## src/rtl/sid_i2s_tx.sv

```systemverilog
// Stereo I2S (Philips) transmitter for the SID audio output: 32-bit slots, self-generated
// BCK/LRCK, sample holding register with sticky overrun detection.
package sid;
  typedef struct packed {
    logic signed [23:0] left;
    logic signed [23:0] right;
  } audio_t;
endpackage

module sid_i2s_tx
  import sid::*;
#(
  parameter int HALF_DIV = 4
) (
  input  logic   clk,
  input  logic   rst,
  input  audio_t audio_i,
  input  logic   valid_i,
  output logic   frame_o,
  output logic   overrun_o,
  output logic   i2s_bck,
  output logic   i2s_lrck,
  output logic   i2s_sd
);

  localparam int DW = (HALF_DIV > 1) ? $clog2(HALF_DIV) : 1;

  logic [DW-1:0] r_div_cnt;
  logic          r_bck;
  logic [5:0]    r_bit_cnt;
  logic          r_lrck;
  logic          r_sd;
  logic          r_frame;
  logic          r_overrun;
  logic          r_pending;
  audio_t        r_hold;
  logic [63:0]   r_shift;

  logic          w_div_wrap;
  logic          w_fall;
  logic          w_load;
  logic [5:0]    w_bit_nxt;
  logic [63:0]   w_frame_word;

  assign w_div_wrap   = (r_div_cnt == DW'(HALF_DIV - 1));
  assign w_fall       = w_div_wrap & r_bck;
  assign w_load       = w_fall & (r_bit_cnt == 6'd63);
  assign w_bit_nxt    = r_bit_cnt + 6'd1;
  assign w_frame_word = {r_hold.left, 8'h00, r_hold.right, 8'h00};

  // BCK generation
  always_ff @(posedge clk or posedge rst) begin
    if (rst) begin
      r_div_cnt <= '0;
      r_bck     <= 1'b0;
    end else begin
      r_div_cnt <= w_div_wrap ? '0 : r_div_cnt + 1'b1;
      if (w_div_wrap) r_bck <= ~r_bck;
    end
  end

  // Everything on the serial side advances on BCK falling edges only, so the DAC
  // sees HALF_DIV clk cycles of setup and hold around each rising edge.
  always_ff @(posedge clk or posedge rst) begin
    if (rst) begin
      r_bit_cnt <= 6'd63;
      r_lrck    <= 1'b1;
      r_sd      <= 1'b0;
      r_shift   <= '0;
      r_frame   <= 1'b0;
    end else begin
      r_frame <= w_load;
      if (w_fall) begin
        r_bit_cnt <= w_bit_nxt;
        r_lrck    <= w_bit_nxt[5];
        // Shifter MSB is the previous frame bit, giving the one-BCK delay after LRCK;
        // at the load edge it is still bit 63 of the outgoing frame.
        r_sd      <= r_shift[63];
        r_shift   <= w_load ? w_frame_word : {r_shift[62:0], 1'b0};
      end
    end
  end

  // A strobe on the load edge lands in the holding register after the shifter has
  // taken the old value, so it stays pending and is not counted as an overrun.
  always_ff @(posedge clk or posedge rst) begin
    if (rst) begin
      r_hold    <= '0;
      r_pending <= 1'b0;
      r_overrun <= 1'b0;
    end else begin
      if (valid_i) begin
        r_hold    <= audio_i;
        r_pending <= 1'b1;
        if (r_pending && !w_load) r_overrun <= 1'b1;
      end else if (w_load) begin
        r_pending <= 1'b0;
      end
    end
  end

  assign i2s_bck   = r_bck;
  assign i2s_lrck  = r_lrck;
  assign i2s_sd    = r_sd;
  assign frame_o   = r_frame;
  assign overrun_o = r_overrun;

endmodule

```

## config.mk

```make
export PLATFORM = sky130hd
export DESIGN_NAME = sid_i2s_tx
export DESIGN_NICKNAME = d
export VERILOG_FILES = /design/src/rtl/sid_i2s_tx.sv
export SDC_FILE = /design/constraint.sdc
export NUM_CORES = 1
export LEC_CHECK = 0
export BUFFER_PORTS_ARGS = -buffer_cell sky130_fd_sc_hd__buf_2
export CAP_MARGIN = 25
export CORE_MARGIN = 1
export CORE_UTILIZATION = 30
export DETAILED_ROUTE_END_ITERATION = 16
export SETUP_SLACK_MARGIN = 0.05
export SYNTH_ARGS = -nofsm -noshare
export SYNTH_HDL_FRONTEND = slang
export SYNTH_SLANG_ARGS = --single-unit
```

## constraint.sdc

```tcl
create_clock -name clk -period 8.62 [get_ports clk]
set_input_delay 0.862 -clock clk [delete_from_list [all_inputs] [get_ports clk]]
set_output_delay 0.862 -clock clk [all_outputs]
set_load 0.005 [all_outputs]
```

Yosys cells after proc, flatten, opt, wreduce, memory -nomap -nowiden
Index checks and enable logic that the tools add are counted.
{"block": "word_totals", "wordCells": 26, "inputBits": 51, "output_inout_bits": 5, "ff_bits": 126}
{"block": "classes", "n_eq_ne": 2, "add_sub_neg": 2, "n_reduce_logical": 4, "bitwise_logic": 3, "mux": 4}
{"cell": "$mux W64", "count": 1}
{"cell": "$add A6 B1 Y6 const B", "count": 1}
{"cell": "$eq A6 B6 Y1 const B", "count": 1}
{"cell": "$add A2 B1 Y2 const B", "count": 1}
{"cell": "$and A1 B1 Y1", "count": 2}
{"cell": "$eq A2 B2 Y1 const B", "count": 1}
{"cell": "$mux W1", "count": 2}
{"cell": "$mux W2", "count": 1}
{"cell": "$reduce_and A2 Y1", "count": 1}
{"cell": "$reduce_bool A2 Y1", "count": 1}
{"cell": "$logic_and A1 B1 Y1", "count": 1}
{"cell": "$logic_not A1 Y1", "count": 1}
{"cell": "$not A1 Y1", "count": 1}

Longest topological paths before layout
Gate-level depths: netlist of run 1.
{"block": "logic_depth", "depth_word": 6, "mapped_depth": 7, "ltp_nobuf": 4}

Least setup slack after synthesis of run 1
Ideal clock, no wire load.
{"block": "synth_path", "path_kind": "input port to flip-flop", "from": "input port valid_i", "to": "register r_hold[10] (netlist bit)", "setup_time_ns": 0.125, "slack_ns": 6.951, "required_time_ns": 8.495, "t_arrival_ns": 1.544, "cell_stages": 3, "path_buffers": 2, "cell_sequence": "clkbuf_1 buf_2 mux2_2"}
{"item": "from (decl)", "line": "18", "text": "input logic valid_i,"}
{"item": "to (signal assigned)", "line": "93", "text": "r_hold <= audio_i;"}
{"item": "to (decl)", "line": "36", "text": "audio_t r_hold;"}
No word-level cell between the ends.

Worst setup path after layout of run 1
{"block": "layout_path", "from": "register r_bit_cnt[0]", "to": "register r_overrun (netlist: overrun_o)"}
{"block": "layout_between", "elab_chain_cells": 5}
{"item": "from (decl)", "line": "30", "text": "logic [5:0] r_bit_cnt;"}
{"item": "from (signal assigned)", "line": "74", "text": "r_bit_cnt <= w_bit_nxt;"}
{"item": "$eq A6 B6 Y1", "line": "47", "text": "assign w_load = w_fall & (r_bit_cnt == 6'd63);"}
{"item": "$and A1 B1 Y1", "line": "47"}
{"item": "$logic_not A1 Y1", "line": "95", "text": "if (r_pending && !w_load) r_overrun <= 1'b1;"}
{"item": "$logic_and A1 B1 Y1", "line": "95"}
{"item": "$reduce_and A2 Y1 (no source line)"}
{"item": "to (signal assigned)", "line": "90", "text": "r_overrun <= 1'b0;"}
{"item": "to (signal assigned)", "line": "95"}
{"item": "to (decl)", "line": "34", "text": "logic r_overrun;"}
Every way passes these cells.
A chain may end at the register's enable or synchronous reset.

==> summary.md, run 1 <==
| Metric | Value |
|---|---|
| Outcome | `completed` |
| # IOs | `56` |
| Drt drc | `0` |
| Routed WL per cell | `between 10 and 15 µm` |
| GR Overflow Total | `0` |
| Worst min path class | `flip-flop to flip-flop` |
| Storage element area | `about 2900 µm²` |
| Via count | `~3500` |
| Hold slack | `around 0.43 ns` |
| Sequential area share after synthesis | `59.2%` |
| # rows | `46` |
| Post-route ant nets | `0` |
| Diodes inserted | `0` |
| Synth warn | `0` |
| Number of synthesized flops with an enable pin | `0` |
| Vias per inst | `4.86` |
| Post-synthesis instance area | `4960 µm²` |
| H-tree Lvls | `4` |
| Final Hold Fails | `0` |
| Hold path depth | `1` |
| Critical R2R Capture | `overrun_o` |
| Gr usage total | `roughly 14%` |
| Slew Limit Fails | `0` |
| Mapped Avg Cell Area | `11.0 µm²` |
| Hold_sp | `r_div_cnt[0]` |
| First-pass GRT wire length | `about 18000 µm` |
| Ys async rst share | `100%` |
| Slew @ Worst Pin | `0.990 ns` |
| FMAX | `455 MHz` |
| Max-cap violations | `0` |
| CTS sink cnt | `117` |
| Final setup TNS | `0 ns` |
| Root Buffer Master | `clkbuf_16` |
| Pwr/cell area | `216 nW/µm²` |
| IO buf count | `55` |
| Nets | `~550` |
| Relative slew slack | `34.0%` |
| Post-layout instance area | `about 5900 µm²` |
| Pleak | `0.00260 µW` |
| R2R setup slack | `6.42 ns` |
| Critical path fanouts, max | `49` |
| CTS Buffer Depth | `2` |
| CTS Buf Count | `17` |
| CTS tree | `built` |
| Die H | `131 µm` |
| Period utilisation layout | `25.5%` |
| Layout cell share with drive strength beyond 1 | `29.3%` |
| Setup repair bufs after CTS | `0` |
| Startpoint types | `flip-flop` |
| Initial Utilization | `between 30% and 40%` |
| Multi-input logic area | `1790 µm²` |
| RSZ-0062 raised after global routing | `no` |
| Die width | `around 130 µm` |
| CP Capture Type | `flip-flop` |
| Initial antenna violation count | `0` |
| Worst R2R Path Depth | `4` |
| Top FF cell, synth | `dfrtp_1` |
| Arrival time at the worst endpoint | `approximately 2.5 ns` |
| Vias in the first global route | `about 3700` |
| WL final | `10500 µm` |
| Filler instances | `1612` |
| WP data required | `8.92 ns` |
| CTS clk-pin slew, worst paths | `0.05 ns` |
| Die area | `17100 µm²` |
| Post-DP Area | `5340 µm²` |
| Origin of the critical flop-to-flop path | `r_bit_cnt[0]` |
| Total power | `1270 µW` |
| Pin count of the biggest net entering global routing | `68` |
| CTS Hold Bufs | `0` |
| 1st-pass router iterations | `4` |
| Post_cts resized | `0` |
| GP Congestion | `just under 0.7` |
| Synth cell count leaders | `dfrtp_1, o21ai_0, mux2_2, nor2_1` |
| Post-synth top area cell | `dfrtp_1` |
| Critical path type | `flip-flop to flip-flop` |
| Hold EP | `r_div_cnt[0]` |
| Flops & latches, synth | `roughly 120` |
| Clk_lat worst skew | `0.41 ns` |
| Synthesized Nets | `506` |
| VDD IR max | `0.104 mV` |
| Area delta synth->final | `18.5%` |
| Final setup viols | `0` |
| Core ar. | `16000 µm²` |
| Min cycle time layout | `roughly 2.2 ns` |
| Starting DRT DRC Count | `273` |
| Final Util | `a little under two fifths` |
| Post-Syn Instances | `453` |
| Synth top area share | `a little under three fifths` |
| DP Wirelength | `6200 µm` |
| Largest cells by area after synthesis | `dfrtp_1, mux2_2, a31oi_1` |
| Synth cell types | `26` |
| Most frequent cell after synthesis | `dfrtp_1` |
| Clock skew | `0.00720 ns` |
## cell type report
type | count | share of cell area [%]
Clock buffer | 23 | 7.96
Sequential cell | 117 | 49.9
Tap cell | 216 | 4.60
Multi-Input combinational cell | 293 | 30.5
Clock inverter | 6 | 0.937
Inverter | 2 | 0.170
Timing Repair Buffer | 61 | 5.87
## worst max path at each step
| stage | from | endpoint | slack (ns) | depth (start not counted) |
|---|---|---|---|---|
| after floorplan | rst | frame_o | 4.67 | 1 |
| after global placement | rst | r_hold[22] | 6.36 | 3 |
| after detailed placement | rst | r_hold[31] | 6.27 | 3 |
| after CTS | r_bit_cnt[0] | overrun_o | 6.39 | 4 |
| after global routing | r_bit_cnt[0] | overrun_o | 6.24 | 4 |
| final | r_bit_cnt[0] | overrun_o | 6.42 | 4 |
## flip-flops by register name (all words and copies together), names as in the netlist
signal and cells:
r_shift 56, r_hold 48, r_bit_cnt 6, r_div_cnt 2, frame_o 1, i2s_bck 1, i2s_sd 1, overrun_o 1
r_pending 1
## layout by cell type, fill, tap and decap left out
master and n:
nand2_2 1, a31o_1 1, clkinv_2 5, o21ai_0 51, clkbuf_16 17, dfrtp_1 111
a31oi_1 47, xor2_1 1, ha_1 2, buf_2 55, nand4_1 3, nor2_2 1
dfstp_2 6, bufinv_16 1, o21ai_1 5, a21oi_1 47, nand3_2 1, clkbuf_8 2
and3_2 1, clkbuf_1 4, nor2_1 48, a21o_1 1, inv_1 1, nand2_1 27
inv_4 1, buf_12 2, mux2_2 48, and2_2 2, xnor2_1 5, buf_4 4
nand3_1 1
## stage by stage
step / setup slack (ns) / std cells
2_1_floorplan: 4.67 / 453
3_3_place_gp: 6.36 / 687
3_5_place_dp: 6.27 / 688
4_1_cts: 6.39 / 717
5_1_grt: 6.24 / 718
6_report: 6.42 / 718
## worst max-delay path, cell delays in order (launching register included)
cell and delay [ns]:
dfstp_2 0.56, ha_1 0.21, and2_2 0.79, nand3_2 0.23
a31o_1 0.29
## metal layers
metal,routed length (µm),vias to the layer above,GRT usage [%]
met5,0,-,0
met1,5070,1723,17.7
li1,-,1676,-
met2,4920,79,21.4
met3,429,8,4.64
met4,132,0,5.07
## where the power goes
part           leakage (µW)  internal (µW)  switching [µW]  total (µW)
clock              0.000262            403             230         632
combinational      0.000852           29.4            23.7        53.1
sequential          0.00149            573            13.3         586
total               0.00260           1010             267        1270
## logic make-up after synthesis
logic type	Yosys count	share of synthesized area, %
flip-flops	117	59.2
XOR/XNOR	6	1.06
AND/OR/NAND/NOR	85	6.93
adder cells (fa/ha/maj)	2	0.504
multiplexers	48	10.9
AO/OA/AOI/OAI	152	16.6
buffers and inverters	43	4.82
(Power assumes the default switching activity.)
==> run 2, diff against run 1 <==
- ABC_AREA: unset -> 1
- clock period: 8.62 -> 2.3 ns (I/O delays scaled with it)
==> run 2 against run 1 <==
Compared with the run above:
- final cell count increased by 29%
- synthesized area is 6.8% higher
- routed wire length is 2.2% higher
- non-clock buffer count rose by 6
- design area up 8.6%
- the run now ends with hold timing left
- core utilization increased by 0.15 points
- global-route usage down 0.65 points
- sequential power grew to 3.7 times the previous value
==> summary.md, run 2 <==
| Metric | Value |
|---|---|
| Worst min path class | `input port to asynchronous set/reset pin` |
| Most frequent cells in the layout | `nand2_1, dfrtp_1, inv_1` |
| Ys async rst share | `100%` |
| Hold slack | `-0.0430 ns` |
| WP buf/inv | `2` |
| Final Hold Fails | `6` |
| CTS Buf Count | `17` |
| Sequential area share after synthesis | `55.4%` |
| Pin count of the biggest net entering global routing | `about 120` |
| First-pass GRT wire length | `18400 µm` |
| # IOs | `56` |
| R2R setup slack | `0.62 ns` |
| # placed instances | `898` |
| Post-layout instance area | `6380 µm²` |
| Period utilisation layout | `73.0%` |
| FMAX | `596 MHz` |
| Post-Syn Instances | `645` |
| IO buf count | `55` |
| Routed length on met3 | `between 400 and 500 µm` |
| Critical path fanouts, max | `35` |
| Startpoint types | `flip-flop` |
| Vias in the first global route | `3786` |
| WL final | `10800 µm` |
| RSZ-0062 raised after global routing | `no` |
| Critical path type | `flip-flop to flip-flop` |
| Relative slew slack | `56.0%` |
| Final setup viols | `0` |
| Slew Limit Fails | `0` |
| Routed WL per cell | `11.6 µm` |
| Violated checks | `hold timing` |
| Worst-path cell with the longest stage delay | `dfstp_2` |
| Clk_lat worst skew | `roughly 0.41 ns` |
| Die width | `135 µm` |
| GP Congestion | `around 0.72` |
| Initial antenna violation count | `0` |
| Max reg flops | `56` |
| Synth cell count leaders | `nand2_1, dfrtp_1, inv_1` |
| Post-synth top area cell | `dfrtp_1` |
| Via count | `4000` |
| # rows | `48` |
| Clock skew | `0.0121 ns` |
| Die H | `135 µm` |
| CTS clk-pin slew, worst paths | `0.05 ns` |
| Top Registers | `r_shift: 56 flops, r_hold: 48 flops, r_bit_cnt: 6 flops` |
| Synthesized Nets | `between 600 and 700` |
| Top reg by flops | `r_shift` |
| Arrival time at the worst endpoint | `1.97 ns` |
| Post_cts resized | `0` |
| Post-route ant nets | `0` |
| Final setup TNS | `0 ns` |
| Worst path max stage delay | `~0.55 ns` |
| Met2 routed WL | `between 4000 and 5000 µm` |
| Min cycle time layout | `~1.7 ns` |
| Crit-path leading delay family | `flip-flops` |
| Non-Filler Instances | `929` |
| CTS Buffer Depth | `2` |
| Number of synthesized flops with an enable pin | `0` |
| CP Capture Type | `flip-flop` |
| Origin of the critical flop-to-flop path | `r_bit_cnt[0]` |
| H-tree Lvls | `4` |
| Setup repair bufs after CTS | `0` |
| Diodes inserted | `0` |
| Mapped Avg Cell Area | `approximately 8.2 µm²` |
| Pwr/cell area | `785 nW/µm²` |
| Critical R2R Capture | `r_shift[57]` |
| CTS tree | `built` |
| Initial Utilization | `30.6%` |
| Starting DRT DRC Count | `277` |
| VDD IR max | `0.618 mV` |
| CTS sink cnt | `117` |
| Area delta synth->final | `20.5%` |
| Post-synthesis instance area | `5300 µm²` |
| WP data required | `2.59 ns` |
| Pleak | `between 0.003 and 0.004 µW` |
| Gr usage total | `a little over an eighth` |
| Drt drc | `0` |
| Synth top area share | `around 52%` |
| Core ar. | `17300 µm²` |
| Synth cell types | `23` |
| DR top layer | `met4` |
| Flops & latches, synth | `between 100 and 150` |
| Post-DP Area | `5790 µm²` |
| GR Overflow Total | `0` |
| Top FF cell, synth | `dfrtp_1` |
| Worst R2R Path Depth | `7` |
| Outcome | `finished with violations` |
| Largest cells by area after synthesis | `dfrtp_1, nand2_1, nand3_1` |
| 1st-pass router iterations | `5` |
| Commonest non-fill, non-tap cell in the layout | `nand2_1` |
| Root Buffer Master | `clkbuf_16` |
| Nets | `745` |
| Slew @ Worst Pin | `0.660 ns` |
| Die area | `18200 µm²` |
| Vias per inst | `around 4.3` |
| DP Wirelength | `approximately 6300 µm` |
| Routed met1 length | `5410 µm` |
| CTS Hold Bufs | `0` |
| Most frequent cell after synthesis | `nand2_1` |
| Max-cap violations | `0` |
| Top cell by count, worst path | `nand3_1` |
| Layout cell share with drive strength beyond 1 | `17.2%` |
| Critical path, cell by cell | `ha_1, inv_1, nor2_4, buf_4, nand3_1, nand3_1, nand2_1` |
| Synth warn | `0` |
==> run 2: changes by cell type after synthesis, moves of 43 or more <==
cell | previous run | this run
inv_1 | 2 | 100
nand2_1 | 28 | 216
mux2_2 | 48 | 0
a31oi_1 | 47 | 0
nand3_1 | 1 | 95
nor2_1 | 48 | 5
a21oi_1 | 47 | 0
==> run 2: cell type report <==
class	count	area, µm²
clock inverter	9	100
inverter	101	383
fill	1802	10900
tap	225	282
timing repair buffer	67	415
multi-input combinational	388	1770
clock buffer	22	494
sequential	117	2940
==> run 2: where the power goes <==
group          internal, µW  leakage [µW]  total (µW)  switching, µW
clock                  1720      0.000294        2630            912
combinational          71.6       0.00162         221            150
sequential             2140       0.00151        2150           17.5
total                  3930       0.00343        5010           1080
==> run 2: worst reg2reg max path: stages (launching register included) <==
cell and delay (ns):
dfstp_2 0.55, ha_1 0.14, inv_1 0.07, nor2_4 0.13, buf_4 0.37, nand3_1 0.15
nand3_1 0.10, nand2_1 0.05
==> run 2: per-layer routing <==
metal	vias up	global-route usage [%]
li1	2067	-
met2	65	19.8
met3	4	3.64
met5	-	0
met1	1864	17.4
met4	0	5.81
==> run 2: cells by family after synthesis <==
group                    share of synthesized area, %
XOR/XNOR                                        0.661
AO/OA/AOI/OAI                                    5.01
buffers and inverters                            11.2
AND/OR/NAND/NOR                                  27.2
adder cells (fa/ha/maj)                         0.472
flip-flops                                       55.4
==> run 2: metrics by stage <==
stage / power, µW / worst slack (ns) / util, %
floorplan: 2320 / 0.648 / -
finish: 5010 / 0.621 / 36.9
global placement: 2410 / 0.644 / 33.5
global route: 5210 / 0.475 / 36.9
detailed placement: 2420 / 0.627 / 33.5
CTS: 5080 / 0.611 / 36.9
==> run 2: how the worst max path moves through the flow <==
| stage | start | endpoint | slack, ns | depth (start not counted) |
|---|---|---|---|---|
| 2_1_floorplan | rst | frame_o | 0.65 | 1 |
| 3_3_place_gp | r_bit_cnt[0] | r_shift[18] | 0.64 | 7 |
| 3_5_place_dp | r_bit_cnt[0] | r_shift[55] | 0.63 | 7 |
| 4_1_cts | r_bit_cnt[0] | r_shift[55] | 0.61 | 7 |
| 5_1_grt | r_bit_cnt[0] | r_shift[24] | 0.47 | 7 |
| 6_report | r_bit_cnt[0] | r_shift[57] | 0.62 | 7 |
==> run 3, diff against run 2 <==
- clock period: 2.3 -> 1.7 ns (I/O delays scaled with it)
==> run 3 against run 2 <==
Compared with the run above:
- the flow now finishes without violations
- maximum frequency grew 6.4%
- clock skew is 0.0051 ns lower
- first-iteration DRC count fell by 13%
- design area increased by 9.3%
- worst hold slack improved by 0.078 ns
- routed wire length grew 4.8%
- sequential share of layout area decreased by 3.9 points
- register-to-register slack got worse by 0.50 ns
- power up 40%
- critical endpoint is now r_shift[62]
- largest cell class unchanged
==> summary.md, run 3 (synthesis gave the netlist of run 2 again) <==
| Metric | Value |
|---|---|
| Outcome | `completed` |
| Most frequent cells in the layout | `nand2_1, dfrtp_1, inv_1` |
| CTS sink cnt | `117` |
| Max reg flops | `56` |
| Critical path type | `flip-flop to flip-flop` |
| CP Capture Type | `flip-flop` |
| Commonest non-fill, non-tap cell in the layout | `nand2_1` |
| Drt drc | `0` |
| Core ar. | `17300 µm²` |
| FMAX | `around 630 MHz` |
| WL final | `11300 µm` |
| RSZ-0062 raised after global routing | `yes` |
| Final Hold Fails | `0` |
| Non-Filler Instances | `984` |
| Startpoint types | `flip-flop` |
| Total power | `between 7000 and 8000 µW` |
| Worst min path class | `input port to flip-flop` |
| Storage element area | `2940 µm²` |
| Multi-input logic area | `1780 µm²` |
| Post-DP Area | `between 5000 and 6000 µm²` |
| Initial antenna violation count | `0` |
| Initial Utilization | `30.6%` |
| Setup repair bufs after CTS | `0` |
| Hold_sp | `audio_i[0]` |
| Pin count of the biggest net entering global routing | `50` |
| Period utilisation layout | `92.8%` |
| # rows | `48` |
| Arrival time at the worst endpoint | `1.88 ns` |
| R2R setup slack | `between 0.1 and 0.15 ns` |
| CTS Buffer Depth | `2` |
| Via count | `about 4200` |
| Layout cell share with drive strength beyond 1 | `between 10% and 20%` |
| First-pass GRT wire length | `19600 µm` |
| 1st-pass router iterations | `5` |
| Starting DRT DRC Count | `242` |
| Origin of the critical flop-to-flop path | `r_bit_cnt[0]` |
| CTS clk-pin slew, worst paths | `~0.050 ns` |
| Post-route ant nets | `0` |
| Relative slew slack | `63.5%` |
| Routed WL per cell | `11.5 µm` |
| Clk_lat worst skew | `0.42 ns` |
| Vias in the first global route | `4143` |
| # placed instances | `around 900` |
| Clock skew | `0.00699 ns` |
| Pleak | `around 0.0037 µW` |
| Gr usage total | `13.8%` |
| Filler instances | `1748` |
| Final setup TNS | `0 ns` |
| Top reg by flops | `r_shift` |
| H-tree Lvls | `4` |
| CTS Buf Count | `17` |
| Diodes inserted | `0` |
| Final setup viols | `0` |
| Die area | `18200 µm²` |
| Die width | `135 µm` |
| Max-cap violations | `0` |
| Critical path fanouts, max | `29` |
| IO buf count | `55` |
| Slew @ Worst Pin | `0.548 ns` |
| WP data required | `2.01 ns` |
| CTS tree | `built` |
| Pwr/cell area | `1010 nW/µm²` |
| Area delta synth->final | `31.6%` |
| Nets | `799` |
| Die H | `135 µm` |
| Root Buffer Master | `clkbuf_16` |
| # IOs | `56` |
| GR Overflow Total | `0` |
| VDD IR max | `0.751 mV` |
| Post-layout instance area | `~7000 µm²` |
| Top Registers | `r_shift: 56 flops, r_hold: 48 flops, r_bit_cnt: 6 flops` |
| Hold slack | `0.0354 ns` |
| DP Wirelength | `6910 µm` |
| Min cycle time layout | `about 1.6 ns` |
| Vias per inst | `4.28` |
| Slew Limit Fails | `0` |
| GP Congestion | `0.736` |
| Crit path from | `r_bit_cnt[0]` |
==> run 3: changes by cell type in the layout (fill, tap and decap cells not counted), sizes merged <==
cell and change:
bufinv +1, dlygate4sd3 +48, clkbuf +2, clkinv -2, buf +6
==> run 3: critical path, stage by stage (launching register included) <==
cell and delay (ns):
dfstp_2 0.55, ha_1 0.14, inv_1 0.07, nor2_4 0.19
buf_12 0.23, nand3_1 0.13, nand3_1 0.12, nand2_1 0.05
==> run 3: timing repair <==
action / 4_1_cts / 5_1_grt
hold endpoints to repair: 116 / 0
setup endpoints to repair: 0 / 54
hold buffers: 48 / 0
resized for setup: 0 / 3
==> run 3: final timing paths <==
kind | end | cells after the start
worst max-delay path | r_shift[62] | 7
worst min-delay path | r_hold[0] | 3
worst max register to register | r_shift[62] | 7
worst min register to register | r_div_cnt[0] | 1
max in group asynchronous | r_hold[6] | 4
min in group asynchronous | frame_o | 4
==> run 3: power breakdown <==
group          internal (µW)  leakage [µW]  switching, µW
sequential              2890       0.00151           24.1
clock                   2490      0.000302           1230
combinational            176       0.00188            211
total                   5560       0.00369           1470
==> run 3: routing by layer <==
| metal | routed length (µm) | global-route usage (%) |
|---|---|---|
| met1 | 5730 | 18.1 |
| met4 | 136 | 5.43 |
| met2 | 5020 | 21.4 |
| met3 | 413 | 4.20 |
| met5 | 0 | 0 |
==> run 3: cell type report <==
type,count,area share [%]
multi-input cells,388,25.5
well taps,225,4.04
repair buffers,121,14.0
clock inverters,8,1.72
flip-flops and latches,117,42.1
clock buffers,24,7.20
inverters,101,5.49
==> run 3: per-stage QoR <==
step / setup WS, ns / util, %
finish: 0.123 / 40.3
global placement: 0.0636 / 33.9
CTS: 0.0574 / 40.2
global route: 0.0147 / 40.3
detailed placement: 0.0769 / 33.9
floorplan: 0.108 / -
